`src/rtl/shared_adder_scheduler_pkg.sv`:
```
// Shared definitions for the shared-adder scheduler: byte width, FSM states and
// the 4-bit carry-lookahead helper used to build the byte adder.
package shared_adder_scheduler_pkg;

  localparam int unsigned BYTE_W = 8;

  typedef enum logic [1:0] {
    S_IDLE = 2'd0,
    S_RUN  = 2'd1,
    S_DONE = 2'd2
  } state_e;

  // Returns {carry_out, sum[3:0]} with all carries computed by lookahead.
  function automatic logic [4:0] cla4(input logic [3:0] a, input logic [3:0] b,
                                      input logic c0);
    logic [3:0] g;
    logic [3:0] p;
    logic [4:0] c;
    g    = a & b;
    p    = a ^ b;
    c[0] = c0;
    c[1] = g[0] | (p[0] & c0);
    c[2] = g[1] | (p[1] & g[0]) | (p[1] & p[0] & c0);
    c[3] = g[2] | (p[2] & g[1]) | (p[2] & p[1] & g[0]) | (p[2] & p[1] & p[0] & c0);
    c[4] = g[3] | (p[3] & g[2]) | (p[3] & p[2] & g[1]) | (p[3] & p[2] & p[1] & g[0])
         | (p[3] & p[2] & p[1] & p[0] & c0);
    return {c[4], p ^ c[3:0]};
  endfunction

endpackage

```
`src/rtl/hybrid_adder.sv`:
```
// 8-bit adder: two 4-bit lookahead blocks with the nibble carry rippled between them.
module hybrid_adder
  import shared_adder_scheduler_pkg::*;
(
  input  logic [7:0] i_a,
  input  logic [7:0] i_b,
  input  logic       i_cin,
  output logic [7:0] o_sum,
  output logic       o_cout
);

  logic [4:0] w_lo;
  logic [4:0] w_hi;

  assign w_lo   = cla4(i_a[3:0], i_b[3:0], i_cin);
  assign w_hi   = cla4(i_a[7:4], i_b[7:4], w_lo[4]);
  assign o_sum  = {w_hi[3:0], w_lo[3:0]};
  assign o_cout = w_hi[4];

endmodule

```
`src/rtl/rr_arbiter.sv`:
```
// Combinational round-robin pick: first requester at or after i_ptr (mod NREQ) wins.
module rr_arbiter #(
  parameter int unsigned NREQ = 4,
  parameter int unsigned IDW  = 2
) (
  input  logic [NREQ-1:0] i_req,
  input  logic [IDW-1:0]  i_ptr,
  output logic [NREQ-1:0] o_gnt,
  output logic [IDW-1:0]  o_gnt_idx
);

  logic [IDW-1:0] w_idx;
  logic           w_found;

  always_comb begin
    o_gnt     = '0;
    o_gnt_idx = '0;
    w_found   = 1'b0;
    w_idx     = '0;
    for (int unsigned k = 0; k < NREQ; k++) begin
      w_idx = IDW'((int'(i_ptr) + int'(k)) % int'(NREQ));
      if (!w_found && i_req[w_idx]) begin
        w_found      = 1'b1;
        o_gnt[w_idx] = 1'b1;
        o_gnt_idx    = w_idx;
      end
    end
  end

endmodule

```
`src/rtl/shared_adder_scheduler.sv`:
```
// Time-shares one 8-bit adder among NREQ requesters; each multi-byte add runs
// LSB byte first over NBEAT cycles with the carry registered between beats.
module shared_adder_scheduler
  import shared_adder_scheduler_pkg::*;
#(
  parameter int unsigned NREQ  = 4,
  parameter int unsigned NBEAT = 4,
  parameter int unsigned IDW   = 2
) (
  input  logic                          clk,
  input  logic                          rst,
  input  logic [NREQ-1:0]               req_valid,
  output logic [NREQ-1:0]               req_ready,
  input  logic [NREQ*BYTE_W*NBEAT-1:0]  req_a,
  input  logic [NREQ*BYTE_W*NBEAT-1:0]  req_b,
  input  logic [NREQ-1:0]               req_cin,
  output logic                          resp_valid,
  input  logic                          resp_ready,
  output logic [IDW-1:0]                resp_id,
  output logic [BYTE_W*NBEAT-1:0]       resp_sum,
  output logic                          resp_cout,
  output logic                          busy
);

  localparam int unsigned W  = BYTE_W * NBEAT;
  localparam int unsigned BW = (NBEAT > 1) ? $clog2(NBEAT) : 1;

  state_e          r_state;
  logic [IDW-1:0]  r_ptr;
  logic [BW-1:0]   r_beat;
  logic            r_carry;
  logic [W-1:0]    r_a;
  logic [W-1:0]    r_b;
  logic            r_cin;
  logic            r_valid;
  logic [IDW-1:0]  r_id;
  logic [W-1:0]    r_sum;
  logic            r_cout;

  logic [NREQ-1:0]   w_gnt;
  logic [IDW-1:0]    w_gnt_idx;
  logic [IDW-1:0]    w_ptr_nxt;
  logic [BYTE_W-1:0] w_a_byte;
  logic [BYTE_W-1:0] w_b_byte;
  logic [BYTE_W-1:0] w_sum_byte;
  logic              w_cy_in;
  logic              w_cy_out;
  logic              w_last;

  rr_arbiter #(
    .NREQ (NREQ),
    .IDW  (IDW)
  ) u_arb (
    .i_req     (req_valid),
    .i_ptr     (r_ptr),
    .o_gnt     (w_gnt),
    .o_gnt_idx (w_gnt_idx)
  );

  assign w_a_byte = r_a[BYTE_W*r_beat +: BYTE_W];
  assign w_b_byte = r_b[BYTE_W*r_beat +: BYTE_W];
  assign w_cy_in  = (r_beat == '0) ? r_cin : r_carry;
  assign w_last   = (r_beat == BW'(NBEAT - 1));
  assign w_ptr_nxt = (w_gnt_idx == IDW'(NREQ - 1)) ? '0 : w_gnt_idx + 1'b1;

  hybrid_adder u_adder (
    .i_a    (w_a_byte),
    .i_b    (w_b_byte),
    .i_cin  (w_cy_in),
    .o_sum  (w_sum_byte),
    .o_cout (w_cy_out)
  );

  always_ff @(posedge clk) begin
    if (rst) begin
      r_state <= S_IDLE;
      r_ptr   <= '0;
      r_beat  <= '0;
      r_carry <= 1'b0;
      r_a     <= '0;
      r_b     <= '0;
      r_cin   <= 1'b0;
      r_valid <= 1'b0;
      r_id    <= '0;
      r_sum   <= '0;
      r_cout  <= 1'b0;
    end else begin
      unique case (r_state)
        S_IDLE: begin
          if (|req_valid) begin
            r_a     <= req_a[W*w_gnt_idx +: W];
            r_b     <= req_b[W*w_gnt_idx +: W];
            r_cin   <= req_cin[w_gnt_idx];
            r_id    <= w_gnt_idx;
            r_beat  <= '0;
            r_carry <= 1'b0;
            r_ptr   <= w_ptr_nxt;
            r_state <= S_RUN;
          end
        end
        S_RUN: begin
          r_sum[BYTE_W*r_beat +: BYTE_W] <= w_sum_byte;
          r_carry                        <= w_cy_out;
          r_beat                         <= r_beat + 1'b1;
          if (w_last) begin
            r_cout  <= w_cy_out;
            r_valid <= 1'b1;
            r_state <= S_DONE;
          end
        end
        S_DONE: begin
          if (resp_ready) begin
            r_valid <= 1'b0;
            r_state <= S_IDLE;
          end
        end
        default: r_state <= S_IDLE;
      endcase
    end
  end

  // Grant is visible only while idle; reset masks it so nothing is accepted.
  assign req_ready  = (r_state == S_IDLE && !rst) ? w_gnt : '0;
  assign resp_valid = r_valid;
  assign resp_id    = r_id;
  assign resp_sum   = r_sum;
  assign resp_cout  = r_cout;
  assign busy       = (r_state != S_IDLE);

endmodule
```
`config.mk`:
```
export PLATFORM = sky130hd
export DESIGN_NAME = shared_adder_scheduler
export DESIGN_NICKNAME = d
export VERILOG_FILES = /design/src/rtl/shared_adder_scheduler_pkg.sv /design/src/rtl/hybrid_adder.sv /design/src/rtl/rr_arbiter.sv /design/src/rtl/shared_adder_scheduler.sv
export SDC_FILE = /design/constraint.sdc
export NUM_CORES = 1
export LEC_CHECK = 0
export CORE_MARGIN = 2
export CORE_UTILIZATION = 39
export CTS_CLUSTER_SIZE = 12
export DETAILED_ROUTE_END_ITERATION = 16
export PLACE_DENSITY = 0.84
export SETUP_SLACK_MARGIN = 0.1
export SLEW_MARGIN = 30
export SYNTH_ARGS = -nofsm -noshare
export SYNTH_HDL_FRONTEND = slang
export SYNTH_HIERARCHICAL = 1
export SYNTH_SLANG_ARGS = --single-unit
```
`constraint.sdc`:
```
create_clock -name clk -period 3.4 [get_ports clk]
set_clock_uncertainty 0.2 [all_clocks]
set_input_delay 0.68 -clock clk [delete_from_list [all_inputs] [get_ports clk]]
set_output_delay 0.68 -clock clk [all_outputs]
set_load 0.05 [all_outputs]
```
==> summary.md, run 1 <==
| Metric | Value |
|---|---|
| Worst-skew pair later-pin latency | about 0.35 ns |
| HP Class | register to register |
| Initial antenna violation count | 5 |
| CTS tree | yes |
| Clock transition at path regs | approximately 0.070 ns |
| Final wirelength | about 25 mm |
| Max-cap violations | 0 |
| Slew margin rel. | 50.0% |
| Clk sink count | approximately 110 |
| Post-synthesis cell area | between 6000 and 7000 um^2 |
| Num ports | approximately 300 |
| Core Region | 17200 um^2 |
| Max Root-Sink Buffers | 2 |
| Via count | ~7000 |
| Post-route cell area | ~11000 um^2 |
| Final period utilization | 94.4% |
| Fraction of layout instances using a drive strength above 1 | just over 20% |
| Synth area leader | dfxtp_1 |
| Main combinational cell family by area after synthesis | multiplexers |
| Placed Cells | 1174 |
| Drt via density | between 5 and 6 |
| Worst setup SP type | register |
| Number of buffers added on ports | 307 |
| Synth area leaders | dfxtp_1, mux4_2, a21oi_1 |
| Final period demand of the worst path | around 3.2 ns |
| Post-synth EDFFs | 0 |
| Routability cong. | roughly 0.90 |
| Asr flop ratio synth | 0% |
| Area post-placement | between 10000 and 15000 um^2 |
| Die width | 137 um |
| Number of library cell types mapped by synthesis | 51 |
| Yosys warns | 6 |
| Hold Slack | 0.251 ns |
| Post-DP HPWL | between 15 and 20 mm |
| CP required | between 2 and 3 ns |
| First-pass GRT wire length | ~38 mm |
| Commonest cells after routing, fill and taps aside | clkdlybuf4s50_1, dfxtp_1, a21oi_1 |
| CTS Buf Count | 9 |
| Hold Violations, Final | 0 |
| Synth Area in XOR/XNOR | 0.766% |
| WS Path Type | register to output port |
| Syn Inst Count | between 600 and 700 |
| Status | finished clean |
| RSZ-0062 raised after global routing | false |
| Crit path DAT | between 2 and 2.5 ns |
| Vias in the first global route | 6759 |
| Pin count of the biggest net entering global routing | 74 |
| Max VDD drop | 0.000464 V |
| #FFs+latches synth | ~110 |
| Drt pass-1 iters | 7 |
| Reg-to-reg slack, setup | 0.23 ns |
| Setup Viol. Count Final | 0 |
| Htree depth | 3 |
| CTS root buffer | clkbuf_16 |
| Die Y-Extent | 137 um |
| Synth Net Count | 956 |
| Worst Max-Slew Pin Slew | roughly 0.75 ns |
| Initial Util | 39.8% |
| Slew Viols, Final | 0 |
| # nets final | roughly 1300 |
| Area growth syn-to-layout | 58.3% |
| Seq/Total Area, Yosys | a little under a third |
| CP Capture Type | output port |
| Fmax | about 0.31 GHz |
| Post-Synth Adder-Cell Area | 4.23% |
| Synth Flop Type | dfxtp_1 |
| CTS Hold Bufs | 0 |
| Leak | between 0.003 and 0.004 uW |
| Global-route usage over all layers | between 20% and 30% |
| Pwr Density | between 600 and 700 nW/um^2 |
| First DRT Iteration DRCs | 518 |
| Non-Filler Instances | approximately 1200 |
| Top cell type's share of synthesized area | a little under a third |
| CP max FO | 5 |
| Post-synthesis mux area share | around 28% |
| Commonest non-fill, non-tap cell in the layout | clkdlybuf4s50_1 |
| Post-DR wirelength/cell | about 21 um |
| GR Overflow Total | 0 |
| Die area | roughly 19000 um^2 |
| Residual DRC count | 0 |
| Compound-Gate Fraction of Synth Area | around 18% |
| Mean Syn Cell Area | ~10 um^2 |
| Synth Area in Simple Gates | approximately an eighth |
| Power Total | around 7500 uW |
| Post-route ant nets | 0 |
| Standard-cell row count | 48 |
-- area by class of cell --
class | instances | area (um^2)
fill | 1384 | 6370
multi-input combinational | 478 | 4410
timing repair buffer | 362 | 3640
sequential | 108 | 2170
tap | 225 | 282
clock buffer | 12 | 256
inverter | 16 | 60.1
clock inverter | 3 | 43.8
antenna | 5 | 12.5
-- sequential cells by signal, summed over array words and instances (netlist names) --
name / flops
r_b: 32
resp_sum: 32
r_ptr: 2
r_cin: 1
r_beat: 2
resp_valid: 1
r_a: 32
resp_cout: 1
resp_id: 2
r_carry: 1
r_state: 2
-- through the flow --
stage / worst slack [ns] / util (%) / TNS (ns)
after floorplan: 0.152 / - / 0
after detailed placement: -0.323 / 60.4 / -18.47
final: 0.191 / 63.0 / 0
after global placement: -0.294 / 60.4 / -16.17
after CTS: 0.104 / 62.2 / 0
after global routing: 0.0874 / 63.0 / 0
-- critical path, cell delays in order (launching register included) --
cell	delay, ns
dfxtp_2	0.36
inv_2	0.06
ha_4	0.29
mux4_2	0.35
buf_4	0.18
nor3_4	0.24
a22oi_1	0.11
o21ai_1	0.09
and2_4	0.16
buf_12	0.13
-- synth_stat cells (8+ instances only) --
cell type  number
mux4_2         84
a22oi_1         8
ha_1           20
o21ai_1        16
nand3_1        87
a21oi_1        95
inv_1          14
dfxtp_1       108
clkbuf_1       42
a22o_1         17
buf_2          13
o21ai_0        62
nand2_1        27
-- worst paths after layout --
path,startpoint,depth (start not counted),end
max reg2reg,r_beat[0]$_SDFFE_PP0P_,10,resp_sum[29]$_SDFFE_PP0P_
min reg2reg,resp_sum[0]$_SDFFE_PP0P_,2,resp_sum[0]$_SDFFE_PP0P_
max,r_ptr[0]$_SDFFE_PP0P_,9,req_ready[1]
min,resp_sum[0]$_SDFFE_PP0P_,2,resp_sum[0]$_SDFFE_PP0P_
-- power breakdown --
group,switching [uW],internal (uW),leakage (uW)
clock,482,610,0.000149
sequential,197,1570,0.000886
combinational,2070,2570,0.00287
total,2750,4750,0.00390
-- kinds of logic after synthesis --
logic type      after synthesis
compound gates              213
xor+xnor                      6
fa+ha+maj                    22
buf+inv                      81
flops                       108
mux                          88
simple gates                149
-- repair_timing --
action | in CTS | in global routing
hold endpoints to repair | 0 | 0
gates resized for setup | 6 | 24
gates cloned | 0 | 0
pin swaps | 1 | 4
setup endpoints to repair | 61 | 12
setup buffers | 2 | 13
-- layer usage --
layer  wire, um  part of all wire (%)  global-route usage, %
met1      10200                    40                   34.4
met2      12700                    50                   44.4
met3       1590                   6.3                   4.41
met4        894                   3.5                   11.3
met5          0                     0                      0
Power figures use the tool's default switching activity.
==> run 2, diff against run 1 <==
--- a/config.mk
+++ b/config.mk
@@ -5,7 +5,6 @@
 export SDC_FILE = /design/constraint.sdc
 export NUM_CORES = 1
 export LEC_CHECK = 0
-export CORE_MARGIN = 2
 export CORE_UTILIZATION = 39
 export CTS_CLUSTER_SIZE = 12
 export DETAILED_ROUTE_END_ITERATION = 16
==> run 2 against run 1 <==
  * Die area shrank 2.9%
  * Maximum frequency shrank 1.4%
  * Setup slack got worse by 0.044 ns
  * Sequential share of layout area barely moved
  * Critical path depth decreased by 1
  * Critical path type unchanged
==> summary.md, run 2 (synthesis gave the netlist of run 1 again) <==
| Metric | Value |
|---|---|
| Leak | around 0.0039 uW |
| Post-DP HPWL | around 20 mm |
| CP Capture Type | output port |
| Clock transition at path regs | 0.07 ns |
| Max-cap violations | 0 |
| # nets final | 1265 |
| Worst setup SP type | register |
| Pin count of the biggest net entering global routing | 74 |
| Standard-cell row count | 48 |
| Htree depth | 3 |
| Pwr Density | slightly below 700 nW/um^2 |
| Global-route usage over all layers | around 28% |
| CTS Buf Count | 9 |
| Crit path DAT | about 2.4 ns |
| Hold Slack | between 0.2 and 0.3 ns |
| Setup Viol. Count Final | 0 |
| Worst Max-Slew Pin Slew | approximately 0.75 ns |
| Initial antenna violation count | 12 |
| Sequential cell area | around 2200 um^2 |
| Max VDD drop | between 0.0005 and 0.0006 V |
| Vias in the first global route | around 7000 |
| Initial Util | roughly 40% |
| Core Util, Final | a little over three fifths |
| Residual DRC count | 0 |
| HP Class | register to register |
| Commonest cells after routing, fill and taps aside | clkdlybuf4s50_1, dfxtp_1, a21oi_1 |
| Area of the multi-input gates | between 4000 and 5000 um^2 |
| Via count | around 7000 |
| Area growth syn-to-layout | 58.6% |
| Number of buffers added on ports | slightly above 300 |
| Final period utilization | a little over nine tenths |
| Routability cong. | 0.901 |
| CP max FO | 11 |
| Worst-skew pair later-pin latency | around 0.35 ns |
| Clk sink count | ~110 |
| Filler cell count | 1375 |
| Core Region | about 17000 um^2 |
| WS Path Type | register to output port |
| Hold Violations, Final | 0 |
| Post-route ant nets | 0 |
| Fmax | 0.307 GHz |
| Die area | 18100 um^2 |
| CTS tree | yes |
| Setup TNS | 0 ns |
| Drt pass-1 iters | 5 |
| RSZ-0062 raised after global routing | true |
| Die width | about 130 um |
| Post-DR wirelength/cell | 20.7 um |
| Commonest non-fill, non-tap cell in the layout | clkdlybuf4s50_1 |
| Final wirelength | approximately 25 mm |
| Final period demand of the worst path | 3.25 ns |
| GR Overflow Total | 0 |
| Num ports | slightly above 300 |
| Slew Viols, Final | 0 |
| First DRT Iteration DRCs | between 500 and 600 |
| CP required | around 2.5 ns |
| Slew margin rel. | roughly half |
| Die Y-Extent | approximately 130 um |
| Max Root-Sink Buffers | 2 |
| Fraction of layout instances using a drive strength above 1 | roughly a fifth |
| Status | finished clean |
| Drt via density | ~5.8 |
| CTS root buffer | clkbuf_16 |
| First-pass GRT wire length | 38.4 mm |
## run 2: worst max-delay path, stage by stage, from the launching register on
cell     delay (ns)
dfxtp_4        0.37
buf_6          0.12
mux4_2         0.53
buf_4          0.20
nor3_4         0.29
a22oi_1        0.12
o21ai_1        0.09
and2_4         0.16
buf_12         0.13
## run 2: report_power, final
| part | internal [uW] | total, uW | switching, uW |
|---|---|---|---|
| sequential | 1580 | 1780 | 207 |
| combinational | 2610 | 4670 | 2060 |
| clock | 497 | 978 | 480 |
## run 2: metal layers
layer  routed length (um)  global-route usage (%)
met1                 9470                    32.5
met2                12900                    47.5
met3                 1750                    5.89
met4                 1130                    16.9
met5                    0                       0
## run 2: path summary, 6_finish.rpt
kind,startpoint,end,slack (ns),cells past startpoint
hold reg to reg,resp_sum[0]$_SDFFE_PP0P_,resp_sum[0]$_SDFFE_PP0P_,0.25,2
hold / removal,resp_sum[0]$_SDFFE_PP0P_,resp_sum[0]$_SDFFE_PP0P_,0.25,2
setup reg to reg,r_beat[0]$_SDFFE_PP0P_,resp_sum[13]$_SDFFE_PP0P_,0.30,9
setup / recovery,r_ptr[0]$_SDFFE_PP0P_,req_ready[0],0.15,8
## run 2: area by class of cell
| class | instances | share of cell area [%] |
|---|---|---|
| clock buffer | 10 | 2.10 |
| inverter | 16 | 0.552 |
| clock inverter | 5 | 0.345 |
| antenna | 13 | 0.299 |
| tap | 225 | 2.59 |
| multi-input combinational | 478 | 40.4 |
| sequential | 108 | 19.9 |
| timing repair buffer | 363 | 33.8 |
## run 2: stage by stage
| step | power (uW) | worst slack [ns] | instance area (um^2) | std cells |
|---|---|---|---|---|
| 6_report | 7430 | 0.146 | 10900 | 1218 |
| 5_1_grt | 7870 | 0.00718 | 10900 | 1217 |
| 4_1_cts | 7350 | 0.108 | 10800 | 1200 |
| 3_5_place_dp | 6290 | -0.497 | 10400 | 1177 |
| 3_3_place_gp | 6200 | -0.450 | 10400 | 1177 |
| 2_1_floorplan | 4790 | 0.152 | 6880 | 667 |
## run 2: what timing repair did
item | 4_1_cts | 5_1_grt
resized for setup | 19 | 11
gates cloned | 0 | 0
pin swaps | 4 | 3
setup buffers | 8 | 5
endpoints found under the setup margin | 70 | 69
hold buffers | 0 | 0
==> run 3, diff against run 2 <==
--- a/config.mk
+++ b/config.mk
@@ -8,7 +8,7 @@
 export CORE_UTILIZATION = 39
 export CTS_CLUSTER_SIZE = 12
 export DETAILED_ROUTE_END_ITERATION = 16
-export PLACE_DENSITY = 0.84
+export PLACE_DENSITY = 0.86
 export SETUP_SLACK_MARGIN = 0.1
 export SLEW_MARGIN = 30
 export SYNTH_ARGS = -nofsm -noshare
==> run 3 against run 2 <==
  * Critical endpoint unchanged
  * Register-to-register slack worse by 0.05 ns
  * First-iteration DRC count up 19%
  * Power up 0.49%
  * Final cell count down 1.4%
  * Setup slack better by 0.013 ns
==> summary.md, run 3 (synthesis gave the netlist of run 1 again) <==
| Metric | Value |
|---|---|
| Post-DP HPWL | between 15 and 20 mm |
| Num ports | about 300 |
| Setup Viol. Count Final | 0 |
| GR Overflow Total | 0 |
| Post-route cell area | between 10000 and 15000 um^2 |
| Via count | 7117 |
| Final period demand of the worst path | approximately 3.2 ns |
| CTS Buf Count | 9 |
| Pin count of the biggest net entering global routing | 74 |
| Clock transition at path regs | around 0.070 ns |
| Crit path capture | req_ready[0] |
| Comb power frac | around 63% |
| Die Y-Extent | 135 um |
| Sequential power share | 23.7% |
| Reg2reg end | resp_sum[29]$_SDFFE_PP0P_ |
| RSZ-0062 raised after global routing | true |
| Switching part of the total | 37.3% |
| Status | finished clean |
| Drt pass-1 iters | 5 |
| Worst Reg-to-Reg Cells | 10 |
| Cell mode on critical path | buf_6 |
| Fraction of layout instances using a drive strength above 1 | a little under a fifth |
| Core Region | between 15000 and 20000 um^2 |
| CP startpoint | r_ptr[0]$_SDFFE_PP0P_ |
| Residual DRC count | 0 |
| CP Capture Type | output port |
| Final setup margin | 0.160 ns |
| Commonest cells after routing, fill and taps aside | clkdlybuf4s50_1, dfxtp_1, a21oi_1 |
| Drt via density | between 5 and 6 |
| CP max-delay cell | dfxtp_2 |
| Initial Util | 39.8% |
| Global-route usage over all layers | about 28% |
| Number of buffers added on ports | just over 300 |
| Post-DR wirelength/cell | between 20 and 25 um |
| Worst Path Buf+Inv | 4 |
| Setup TNS | 0 ns |
| Internal Power | about 4700 uW |
| Fmax | between 0.3 and 0.4 GHz |
| Pwr Density | between 600 and 700 nW/um^2 |
| Slew margin rel. | 48.6% |
| First-pass GRT wire length | ~38 mm |
| # nets final | around 1300 |
| Worst setup SP type | register |
| Htree depth | 3 |
| Area growth syn-to-layout | 57.4% |
| Routability cong. | 0.858 |
| HP Class | register to register |
| Die width | 135 um |
| Slowest Stage Delay on Critical Path | 0.37 ns |
| CP max FO | 5 |
| Initial antenna violation count | 8 |
| CTS root buffer | clkbuf_16 |
| Vias in the first global route | 6880 |
| Worst-skew pair later-pin latency | 0.36 ns |
| First DRT Iteration DRCs | a little under 700 |
| Cells along the critical path | inv_2 > ha_4 > mux4_2 > buf_6 > nor3_4 > buf_6 > a22oi_1 > o21ai_1 > and2_4 > buf_12 |
| Reg-to-reg slack, setup | roughly 0.25 ns |
| CTS Hold Bufs | 0 |
| Sw power | 2780 uW |
| Final wirelength | around 26 mm |
| Crit path DAT | roughly 2.4 ns |
| Area post-placement | roughly 10000 um^2 |
| Die area | between 15000 and 20000 um^2 |
| Hold Violations, Final | 0 |
| Max Root-Sink Buffers | 2 |
| Max VDD drop | about 0.00039 V |
| Final period utilization | 95.3% |
| Stages on the worst setup path | 10 |
| Clk sink count | between 100 and 150 |
| Worst Max-Slew Pin Slew | approximately 0.77 ns |
| Core Util, Final | between 60% and 70% |
| Post-route ant nets | 0 |
| Slew Viols, Final | 0 |
| R2r startpoint | r_beat[0]$_SDFFE_PP0P_ |
| Dpl ws | -0.290 ns |
| Commonest non-fill, non-tap cell in the layout | clkdlybuf4s50_1 |
| Clock power frac | 13.8% |
| WS Path Type | register to output port |
| Leak | about 0.0038 uW |
| Max-cap violations | 0 |
| Crit path max-delay family | buffers and inverters |
| CP required | ~2.5 ns |
| CTS tree | yes |
| Standard-cell row count | between 40 and 50 |
run 3: routing by layer:
metal | GRT usage, % | part of all wire (%)
met2 | 46.4 | 51
met5 | 0 | 0
met1 | 34.5 | 37
met4 | 15.1 | 4.1
met3 | 4.62 | 7.7
run 3: cell type report:
cell class	count	area, um^2
clock buffers	12	256
multi-input cells	478	4400
repair buffers	349	3580
flip-flops and latches	108	2170
well taps	225	282
diodes	9	22.5
clock inverters	4	31.3
inverters	16	60.1
fillers	1367	6430
run 3: power by group through the flow:
stage,clock network (uW),logic [uW],registers (uW)
after floorplan,0,3010,1780
after global placement,0,4450,1770
after detailed placement,0,4540,1780
after CTS,1040,4600,1750
after global routing,1090,4970,1790
final,1030,4670,1770
run 3: repair_timing:
item	4_1_cts	5_1_grt
buffers inserted	2	6
gates cloned	0	0
pin swaps	0	2
setup endpoints to repair	9	10
resized for setup	12	19
run 3: through the flow:
step / hold slack [ns] / instances / total power [uW]
finish: 0.256 / 1201 / 7470
global route: 0.272 / 1201 / 7850
CTS: 0.255 / 1186 / 7390
detailed placement: 0.247 / 1168 / 6320
global placement: 0.242 / 1168 / 6220
floorplan: 0.250 / 667 / 4790
run 3: worst min-delay path: stages (launching register included):
cell     delay [ns]
dfxtp_1        0.31
nand2_1        0.05
a21oi_1        0.05
run 3: worst min path at each step:
stage | startpoint | end | cells past startpoint
final | resp_sum[27]$_SDFFE_PP0P_ | resp_sum[27]$_SDFFE_PP0P_ | 2
after global routing | resp_sum[30]$_SDFFE_PP0P_ | resp_sum[30]$_SDFFE_PP0P_ | 2
after CTS | resp_sum[30]$_SDFFE_PP0P_ | resp_sum[30]$_SDFFE_PP0P_ | 2
after detailed placement | resp_sum[30]$_SDFFE_PP0P_ | resp_sum[30]$_SDFFE_PP0P_ | 2
after global placement | resp_sum[7]$_SDFFE_PP0P_ | resp_sum[7]$_SDFFE_PP0P_ | 2
after floorplan | r_cin$_SDFFE_PP0P_ | r_cin$_SDFFE_PP0P_ | 2
